==> src/rtl/cnu_pkg.sv <==
// Shared definitions for the check-node row scheduler: FSM encoding and
// delay-line entry layout (valid in bit 0, row address above it).
package cnu_pkg;

  typedef enum logic [2:0] {
    ST_IDLE  = 3'd0,
    ST_ISSUE = 3'd1,
    ST_DRAIN = 3'd2,
    ST_CHECK = 3'd3,
    ST_DONE  = 3'd4
  } state_e;

  localparam int unsigned ENTRY_VLD      = 0;
  localparam int unsigned ENTRY_ADDR_LSB = 1;

endpackage

==> src/rtl/sched_pipe.sv <==
// Valid/address shift register; stage 0 is loaded every cycle, the
// last stage is the oldest entry.
module sched_pipe #(
  parameter int unsigned DEPTH = 3,
  parameter int unsigned WIDTH = 3
) (
  input  logic                        clk_i,
  input  logic                        rst_ni,
  input  logic [WIDTH-1:0]            entry_i,
  output logic [DEPTH-1:0][WIDTH-1:0] stage_o
);

  logic [DEPTH-1:0][WIDTH-1:0] stage_q;

  always_ff @(posedge clk_i or negedge rst_ni) begin
    if (!rst_ni) begin
      stage_q <= '0;
    end else begin
      stage_q[0] <= entry_i;
      for (int i = 1; i < DEPTH; i++) begin
        stage_q[i] <= stage_q[i-1];
      end
    end
  end

  assign stage_o = stage_q;

endmodule

==> src/rtl/cnu_sched.sv <==
// Flooding-schedule row scheduler for the CNU. Optional early termination
// on satisfied parity is enabled with `define CNU_SCHED_EARLY_TERM_EN.
module cnu_sched
  import cnu_pkg::*;
#(
  parameter int unsigned ROWS     = 4,
  parameter int unsigned MAX_ITER = 10,
  parameter int unsigned CNU_LAT  = 2,
  parameter int unsigned row_w    = 2,
  parameter int unsigned iter_w   = 4
) (
  input  logic              clk,
  input  logic              rst,
  input  logic              start,
  input  logic              hold,
  input  logic              row_ok,
  output logic              rd_en,
  output logic [row_w-1:0]  rd_addr,
  output logic              cnu_en,
  output logic              wr_en,
  output logic [row_w-1:0]  wr_addr,
  output logic              busy,
  output logic              done,
  output logic              converged,
  output logic [iter_w-1:0] iter_cnt,
  output state_e            dbg_state,
  output logic              dbg_parity
);

  localparam int unsigned DEPTH = 1 + CNU_LAT;
  localparam int unsigned EW    = row_w + 1;

  state_e              state_q, state_d;
  logic [row_w-1:0]    row_q, row_d;
  logic [iter_w-1:0]   iter_q, iter_d;
  logic                acc_q, acc_d;
  logic                conv_q, conv_d;

  logic [EW-1:0]            entry;
  logic [DEPTH-1:0][EW-1:0] stages;
  logic                     inflight;
  logic                     last_iter;
  logic                     early_term;

  assign entry = {(rd_en ? row_q : {row_w{1'b0}}), rd_en};

  sched_pipe #(
    .DEPTH (DEPTH),
    .WIDTH (EW)
  ) u_pipe (
    .clk_i   (clk),
    .rst_ni  (rst),
    .entry_i (entry),
    .stage_o (stages)
  );

  assign cnu_en  = stages[0][ENTRY_VLD];
  assign wr_en   = stages[DEPTH-1][ENTRY_VLD];
  assign wr_addr = stages[DEPTH-1][EW-1:ENTRY_ADDR_LSB];

  // The last stage may be writing this cycle; only younger entries keep DRAIN busy.
  always_comb begin
    inflight = 1'b0;
    for (int i = 0; i < DEPTH - 1; i++) begin
      inflight = inflight | stages[i][ENTRY_VLD];
    end
  end

  assign last_iter = ((iter_q + iter_w'(1)) == iter_w'(MAX_ITER));

`ifdef CNU_SCHED_EARLY_TERM_EN
  assign early_term = acc_q;
`else
  assign early_term = 1'b0;
`endif

  always_comb begin
    state_d = state_q;
    row_d   = row_q;
    iter_d  = iter_q;
    acc_d   = wr_en ? (acc_q & row_ok) : acc_q;
    conv_d  = conv_q;
    rd_en   = 1'b0;
    case (state_q)
      ST_IDLE: begin
        if (start) begin
          state_d = ST_ISSUE;
          row_d   = '0;
          iter_d  = '0;
          acc_d   = 1'b1;
          conv_d  = 1'b0;
        end
      end
      ST_ISSUE: begin
        if (!hold) begin
          rd_en = 1'b1;
          if (row_q == row_w'(ROWS - 1)) begin
            row_d   = '0;
            state_d = ST_DRAIN;
          end else begin
            row_d = row_q + row_w'(1);
          end
        end
      end
      ST_DRAIN: begin
        if (!inflight) state_d = ST_CHECK;
      end
      ST_CHECK: begin
        iter_d = iter_q + iter_w'(1);
        if (last_iter || early_term) begin
          state_d = ST_DONE;
`ifdef CNU_SCHED_EARLY_TERM_EN
          conv_d  = acc_q;
`else
          conv_d  = 1'b0;
`endif
        end else begin
          state_d = ST_ISSUE;
          row_d   = '0;
          acc_d   = 1'b1;
        end
      end
      ST_DONE: state_d = ST_IDLE;
      default: state_d = ST_IDLE;
    endcase
  end

  always_ff @(posedge clk or negedge rst) begin
    if (!rst) begin
      state_q <= ST_IDLE;
      row_q   <= '0;
      iter_q  <= '0;
      acc_q   <= 1'b0;
      conv_q  <= 1'b0;
    end else begin
      state_q <= state_d;
      row_q   <= row_d;
      iter_q  <= iter_d;
      acc_q   <= acc_d;
      conv_q  <= conv_d;
    end
  end

  assign rd_addr    = row_q;
  assign busy       = (state_q != ST_IDLE);
  assign done       = (state_q == ST_DONE);
  assign converged  = conv_q;
  assign iter_cnt   = iter_q;
  assign dbg_state  = state_q;
  assign dbg_parity = acc_q;

endmodule

==> config.mk <==
export PLATFORM = sky130hd
export DESIGN_NAME = cnu_sched
export DESIGN_NICKNAME = d
export VERILOG_FILES = /design/src/rtl/cnu_pkg.sv /design/src/rtl/sched_pipe.sv /design/src/rtl/cnu_sched.sv
export SDC_FILE = /design/constraint.sdc
export NUM_CORES = 1
export LEC_CHECK = 0
export CAP_MARGIN = 30
export CORE_AREA = 2 2 45 47
export CTS_BUF_LIST = sky130_fd_sc_hd__clkbuf_8
export DETAILED_ROUTE_END_ITERATION = 6
export DIE_AREA = 0 0 47 49
export GPL_TIMING_DRIVEN = 0
export MAX_ROUTING_LAYER = met4
export PLACE_DENSITY = 0.88
export SETUP_SLACK_MARGIN = 0.05
export SLEW_MARGIN = 5
export SYNTH_ARGS = -nofsm -noshare
export SYNTH_HDL_FRONTEND = slang
export SYNTH_SLANG_ARGS = --single-unit
==> constraint.sdc <==
create_clock -name clk -period 4 [get_ports clk]
set_input_delay 1 -clock clk [delete_from_list [all_inputs] [get_ports clk]]
set_output_delay 1 -clock clk [all_outputs]
set_load 0.01 [all_outputs]
==> results of run 1 <==
==> cell usage after synthesis, drive strengths merged (2+ instances only) <==
library cell and n:
a21oi 3, and2 4, and3b 2, buf 5, dfrtp 19, ha 3
inv 4, mux2 3, nand2 7, nand2b 3, nor2 6, nor3 2
nor4b 2, o21ai 8, or3 2
==> routing by layer <==
metal,vias to the layer above,GRT usage (%),wire [um]
li1,346,-,-
met5,-,-,0
met4,0,6.94,19
met3,2,2.96,107
met2,28,28.5,834
met1,330,23.5,765
==> cell families after synthesis <==
logic type,count (synthesis)
AND/OR/NAND/NOR,33
flip-flops,19
AO/OA/AOI/OAI,18
buffers and inverters,9
multiplexers,3
adder cells (fa/ha/maj),3
other,1
==> area by class of cell <==
type,count,area (um2)
flip-flops and latches,19,475
plain buffers,5,38.8
clock inverters,1,7.51
inverters,4,15.0
multi-input cells,58,389
well taps,27,33.8
clock buffers,3,41.3
fillers,153,631
repair buffers,21,210
==> through the flow <==
step	instance area [um2]	utilization [%]	setup WS (ps)
after floorplan	918	-	1810
after global placement	1160	63.1	784
after detailed placement	1160	63.1	790
after CTS	1210	65.8	781
after global routing	1210	65.8	726
final	1210	65.8	781
==> final timing paths <==
| check | start | endpoint | cells after the start |
|---|---|---|---|
| setup / recovery | hold | rd_en | 3 |
| hold / removal | u_pipe.stage_o[5] | u_pipe.stage_o[8] | 0 |
| setup reg to reg | iter_cnt[0] | rd_addr[1] | 5 |
| hold reg to reg | u_pipe.stage_o[5] | u_pipe.stage_o[8] | 0 |
| max in group asynchronous | rst | iter_cnt[2] | 1 |
| min in group asynchronous | rst | dbg_state[2] | 1 |
==> power breakdown <==
part           internal [W]  switching (W)  total (W)
logic              0.000158       0.000127   0.000285
clock network     0.0000701      0.0000624   0.000133
registers          0.000246      0.0000492   0.000296
total              0.000475       0.000238   0.000713
==> sequential cells by signal (all words and copies together), names as in the netlist <==
| register | flops |
|---|---|
| u_pipe.stage_o | 9 |
| iter_cnt | 4 |
| rd_addr | 2 |
| dbg_state | 3 |
| dbg_parity | 1 |
==> results summary, run 1 <==
The sink count of the clock tree came out at 19. The overall track demand over capacity in global routing came out at between 10% and 20%. The routability congestion estimate from global placement is between 0.8 and 0.9. The element type at the critical path end is a primary output. The per-instance average area after synthesis came out at 10.7 um2. The total nets after synthesis came out at between 90 and 100. The average routed wire per standard cell is 12.5 um.

The worst clock skew came out at approximately 4.5 ps. dfrtp_1 takes more of the synthesized area than any other cell. For this run the aggregate overflow at the end of global routing stands at 0.

The post-cts sizing count came out at 0. The sequential fraction of the synthesis area came out at around half. The cell sitting at the root of the clock tree is a clkbuf_8. The number of synthesis warnings came out at 0. IR analysis of the VDD net gives a maximum drop of approximately 0.35 mV. The via count of the routed design is roughly 710. The number of synthesized register bits is 19.

The number of buffers added to fix hold violations after cts came out at 0. Among all flip-flop cells after synthesis, the most frequent one is dfrtp_1. The area growth from synthesis to layout is 31.9%. The setup slack of the worst register-to-register path came out at around 2000 ps. The final layout net count came out at between 100 and 150. 0 antenna diodes ended up in the layout. The total power is 0.000713 W. After synthesis, the largest family of logic cells by area is simple AND/OR/NAND/NOR gates. The proportion of synthesized area in mux cells came out at 3.68%. The overall routed net length is between 1500 and 2000 um. Of all nets on the critical path, the largest fanout is 4. The xor/xnor share of the synthesized area is 0%.

The detailed router finished its first iteration with 12 violations. The number of cells after detailed placement came out at approximately 130. The total power per unit cell area came out at about 590 nW/um2. The number of standard cells in the final layout excluding fillers came out at ~140. The slowest stage of the critical path is the clkdlybuf4s50_1 cell.

The number of synthesized flops with an enable pin came out at 0. The max-capacitance violation count came out at 0. The die footprint is between 2000 and 2500 um2. The number of buffers and inverters on the critical path is 2. The count of endpoints failing setup in the final report came out at 0. The synthesized netlist devotes between 10% and 20% of its cell area to compound gates.

The cell that appears most often on the critical path is clkdlybuf4s50_1. The share of flip-flops with an asynchronous set or reset came out at between 90% and 100%. The synthesized-area fraction occupied by adder cells came out at under 10%. The starting utilization of the core area came out at about half. Of the total synthesized cell area, the portion taken by AND, OR, NAND and NOR gates is 21.7%. The maximum clock frequency came out at about 310 MHz. The delay of the slowest critical-path stage came out at 560 ps.

The initial antenna violation count was 0. The worst hold path belongs to the class flop to flop. The number of pins with negative max-slew slack in the final report came out at 0. The final critical path time including I/O delays and setup came out at ~3200 ps.

The actual slew at the worst max-slew pin came out at between 700 and 800 ps. Leaving out fill and tap cells, the most frequent cell in the layout is clkdlybuf4s50_1. The final total negative setup slack came out at 0 ps. The top cell family by delay on the critical path is buffers and inverters. In this run the tool buffered the top-level ports with 21 buffer cells.

The residual antenna-violating net count after detailed routing came out at 0. The data arrival time of the worst path came out at between 2000 and 2500 ps. The number of iterations in the first detailed-routing pass came out at 4. The first global-routing pass estimated 2950 um of wire. The height of the die came out at between 40 and 50 um. The floorplan core area is approximately 1800 um2. The number of buffers inserted to repair setup after CTS came out at 0.

The area share of the leading cell type in the synthesized netlist is approximately half. The via count of the first global-routing pass is around 660. During I/O placement, the number of pins put on the boundary was 23. The fraction of final layout cells sized beyond drive strength 1 is 12.6%. The routed via count divided by cell count is a little over 5.

The CTS buffer count is 3. The relative max-transition margin came out at about 47%. The clock network latency to the later pin of the worst-skew pair is approximately 250 ps. TritonCTS built the clock tree. The initialized floorplan defines 16 standard-cell rows.

Traced cell by cell, the critical path runs through clkdlybuf4s50_1, nor2_2, clkdlybuf4s50_1. The synthesized netlist cell count is 86. By area the synthesized netlist is led by dfrtp_1 (52%), ha_1 (4.1%), o21ai_0 (3.8%). The largest net degree at the start of global routing came out at 20. The library cells used most frequently in the layout, excluding fill and tap cells, are clkdlybuf4s50_1 (21), dfrtp_1 (19), o21ai_0 (7), nand2_1 (7), nor2_1 (5). Setup repair after global routing left no endpoint under its margin. The residual DRC count came out at 0. The run finished with clean final reports. The longest clock path from root to sink contains 2 buffers. For this design the static power due to leakage is between 0.5 and 0.6 nW.

The cell area after technology mapping is between 900 and 1000 um2. The CTS H-tree depth came out at 1. The number of hold-slack violations in the final timing report is 0. The die width is between 40 and 50 um. The worst setup path is launched from a primary input. The worst endpoint required time came out at ~3000 ps. The minimum hold slack is around 350 ps. The ratio of final minimum period to clock period is approximately 80%. The worst setup path is of the primary input to primary output kind. The number of different library cells in the post-synthesis netlist came out at 34. The post-CTS clock slew at the launch and capture registers of the worst setup and hold paths came out at 70 ps.
No activity file was read; power rests on OpenSTA's default activity.
==> run 2: changes to the inputs <==
Settings changed: CORE_AREA 2 2 45 47 to 2 2 46 48, DIE_AREA 0 0 47 49 to 0 0 48 50, PLACE_DENSITY 0.88 to 0.85.
Clock period 4 ns to 3.25 ns, I/O delays scaled along.
==> run 2 against run 1 <==
Compared with the run above: die area increased by 4.2%; combinational power increased by 23%; sequential power increased by 23%; register-to-register slack got worse by 780 ps; via count increased by 0.99%; largest cell class unchanged; final area unchanged; non-clock buffer count unchanged; power increased by 24%; final cell count unchanged; routed wire length increased by 9.4%; clock power increased by 26%; flip-flop and latch count unchanged.
==> results summary, run 2 (synthesized netlist as in run 1, its figures left out) <==
The average routed wire per standard cell is 13.7 um (was 12.5 um). The worst endpoint required time is 2440 ps (was 3000 ps). The largest net degree at the start of global routing is 20 (unchanged). The root cell of the clock tree was clkbuf_8 (unchanged). The actual slew at the worst max-slew pin was 842 ps (was 796 ps).

Once detailed placement completed, the half-perimeter wirelength came to approximately 1400 um. The flip-flop count of the largest register after layout came out at 9 (unchanged). The element type at the critical path end is a primary output (unchanged). The die footprint came out at 2400 um2 (was 2300 um2). The relative max-transition margin came out at 43.7% (was 46.8%). The number of buffer cells added on primary ports came out at 21 (unchanged). The number of pins with negative max-slew slack in the final report came to 0 (unchanged). The post-cts sizing count came to 0 (unchanged).

The largest fanout of any net on the critical path came out at 4 (unchanged). The row count came out at 16 (unchanged). The max-capacitance violation count came out at 0 (unchanged). The via count of the routed design came out at 713 (was 706).

The final critical path time including I/O delays and setup came out at ~2800 ps. The post-CTS clock slew at the launch and capture registers of the worst setup and hold paths is 80 ps (was 70 ps). The total of fill cells in the finished design came to 156 (was 153).

The number of I/O pins came out at 23 (unchanged). Most frequent cells in the layout: clkdlybuf4s50_1 (21), dfrtp_1 (19), o21ai_0 (7), nand2_1 (7), nor2_1 (5) (unchanged). The post-route cell area came to 1210 um2 (unchanged). The residual DRC count is 0 (unchanged). The routability congestion estimate from global placement came out at 0.815 (was 0.820).

The floorplan core area is 1900 um2 (was 1840 um2). The kind of path behind the tightest hold check was flop to flop (unchanged). The most frequent standard cell in the layout excluding fill and tap cells was clkdlybuf4s50_1 (unchanged). The total power per unit cell area came out at 728 nW/um2 (was 589 nW/um2). The number of buffers inserted to repair setup after CTS is 0 (unchanged).

The starting utilization of the core area came out at 48.3% (was 49.9%). The fraction of final layout cells sized beyond drive strength 1 was 12.6% (unchanged). The area of combinational cells with multiple inputs came out at 389 um2 (unchanged). The sort of element at the start of the critical path is a primary input (unchanged). The DRC marker count from the first detailed-route iteration is 5 (was 12). The first-pass GRT wire length is 3170 um (was 2950 um). The sink count of the clock tree came to 19 (unchanged).

The static leakage is 0.532 nW (unchanged). The CTS tree was yes (unchanged). The total power is 0.000881 W (was 0.000713 W). The die width came to 48 um (was 47 um). The routed via count divided by cell count came out at 5.17 (was 5.12).

The flip-flop and latch area came out at 475 um2 (unchanged). The final antenna diode count came to 0 (unchanged). For this run, the top clock speed supported by timing is between 300 and 400 MHz.

The number of hold-slack violations in the final timing report was 0 (unchanged). The critical path class is primary input to primary output (unchanged). The via count of the first global-routing pass is 714 (was 659). RSZ-0062 raised after global routing: no (unchanged). The overall track demand over capacity in global routing came out at 18.8% (was 18.3%).

The residual antenna-violating net count after detailed routing is 0 (unchanged). The number of buffers added to fix hold violations after cts came to 0 (unchanged). The worst clock skew came out at 5.96 ps (was 4.52 ps). The overall routed net length is 1890 um (was 1730 um). The initial antenna violation count is 0 (unchanged). The worst slack after detailed placement came to 391 ps (was 790 ps). The final total negative setup slack was 0 ps (unchanged). The CTS H-tree depth is 1 (unchanged). The maximum number of buffers from clock root to sink came out at 2 (unchanged). The worst supply voltage drop on vdd came out at 0.553 mV (was 0.352 mV). The ratio of final minimum period to clock period came out at 87.5%. The cell area after placement came out at 1160 um2 (unchanged). The CTS buffer count came to 3 (unchanged). Result of the run: finished, final reports clean (unchanged). The area growth from synthesis to layout is 31.9% (unchanged).

The count of endpoints failing setup in the final report came out at 0 (unchanged). The clock network latency to the later pin of the worst-skew pair is 260 ps (was 250 ps). The data arrival time of the worst path was 2030 ps (was 2220 ps). The total global routing overflow is 0 (unchanged). The number of iterations in the first detailed-routing pass is 4 (unchanged). The final layout net count came out at 120 (unchanged). The worst-case setup margin in the final layout was 405 ps (was 781 ps). The height of the die is 50 um (was 49 um).
## run 2: cell counts in the layout (fill, tap and decap cells not counted)
Identical to the previous run, type by type.
## run 2: metrics by stage
stage | instances | hold WS, ps | utilization (%)
2_1_floorplan | 86 | 331 | -
3_3_place_gp | 134 | 332 | 61.1
3_5_place_dp | 134 | 336 | 61.1
4_1_cts | 138 | 354 | 63.7
5_1_grt | 138 | 355 | 63.7
6_report | 138 | 353 | 63.7
## run 2: power by group
| part | leakage, nW | internal (W) | switching (W) |
|---|---|---|---|
| logic | 0.262 | 0.000195 | 0.000155 |
| registers | 0.247 | 0.000303 | 0.0000616 |
| clock network | 0.0217 | 0.0000864 | 0.0000805 |
## run 2: critical path, stage by stage
cell and delay [ps]:
clkdlybuf4s50_1 480, nor2_2 180, clkdlybuf4s50_1 560
## run 2: worst paths after layout
check,start,endpoint,slack [ps],depth (start not counted)
setup reg to reg,iter_cnt[0],rd_addr[0],1240,5
setup / recovery,hold,rd_en,410,3
min in group asynchronous,rst,iter_cnt[0],1030,1
max in group asynchronous,rst,dbg_state[1],1690,1
hold reg to reg,u_pipe.stage_o[5],u_pipe.stage_o[8],350,0
hold / removal,u_pipe.stage_o[5],u_pipe.stage_o[8],350,0
## run 2: per-layer routing
layer  part of all wire, %  GRT usage, %  vias up
met5                     0             -        -
met4                   1.1          7.21        0
met3                   2.5          3.30        4
met2                    50          28.7       17
met1                    46          24.2      341
li1                      -             -      351
## run 2: layout make-up
type	instances	area share (%)
buffer	5	3.20
multi-input combinational	58	32.1
clock inverter	1	0.620
inverter	4	1.24
sequential	19	39.3
tap	27	2.79
timing repair buffer	21	17.4
clock buffer	3	3.41
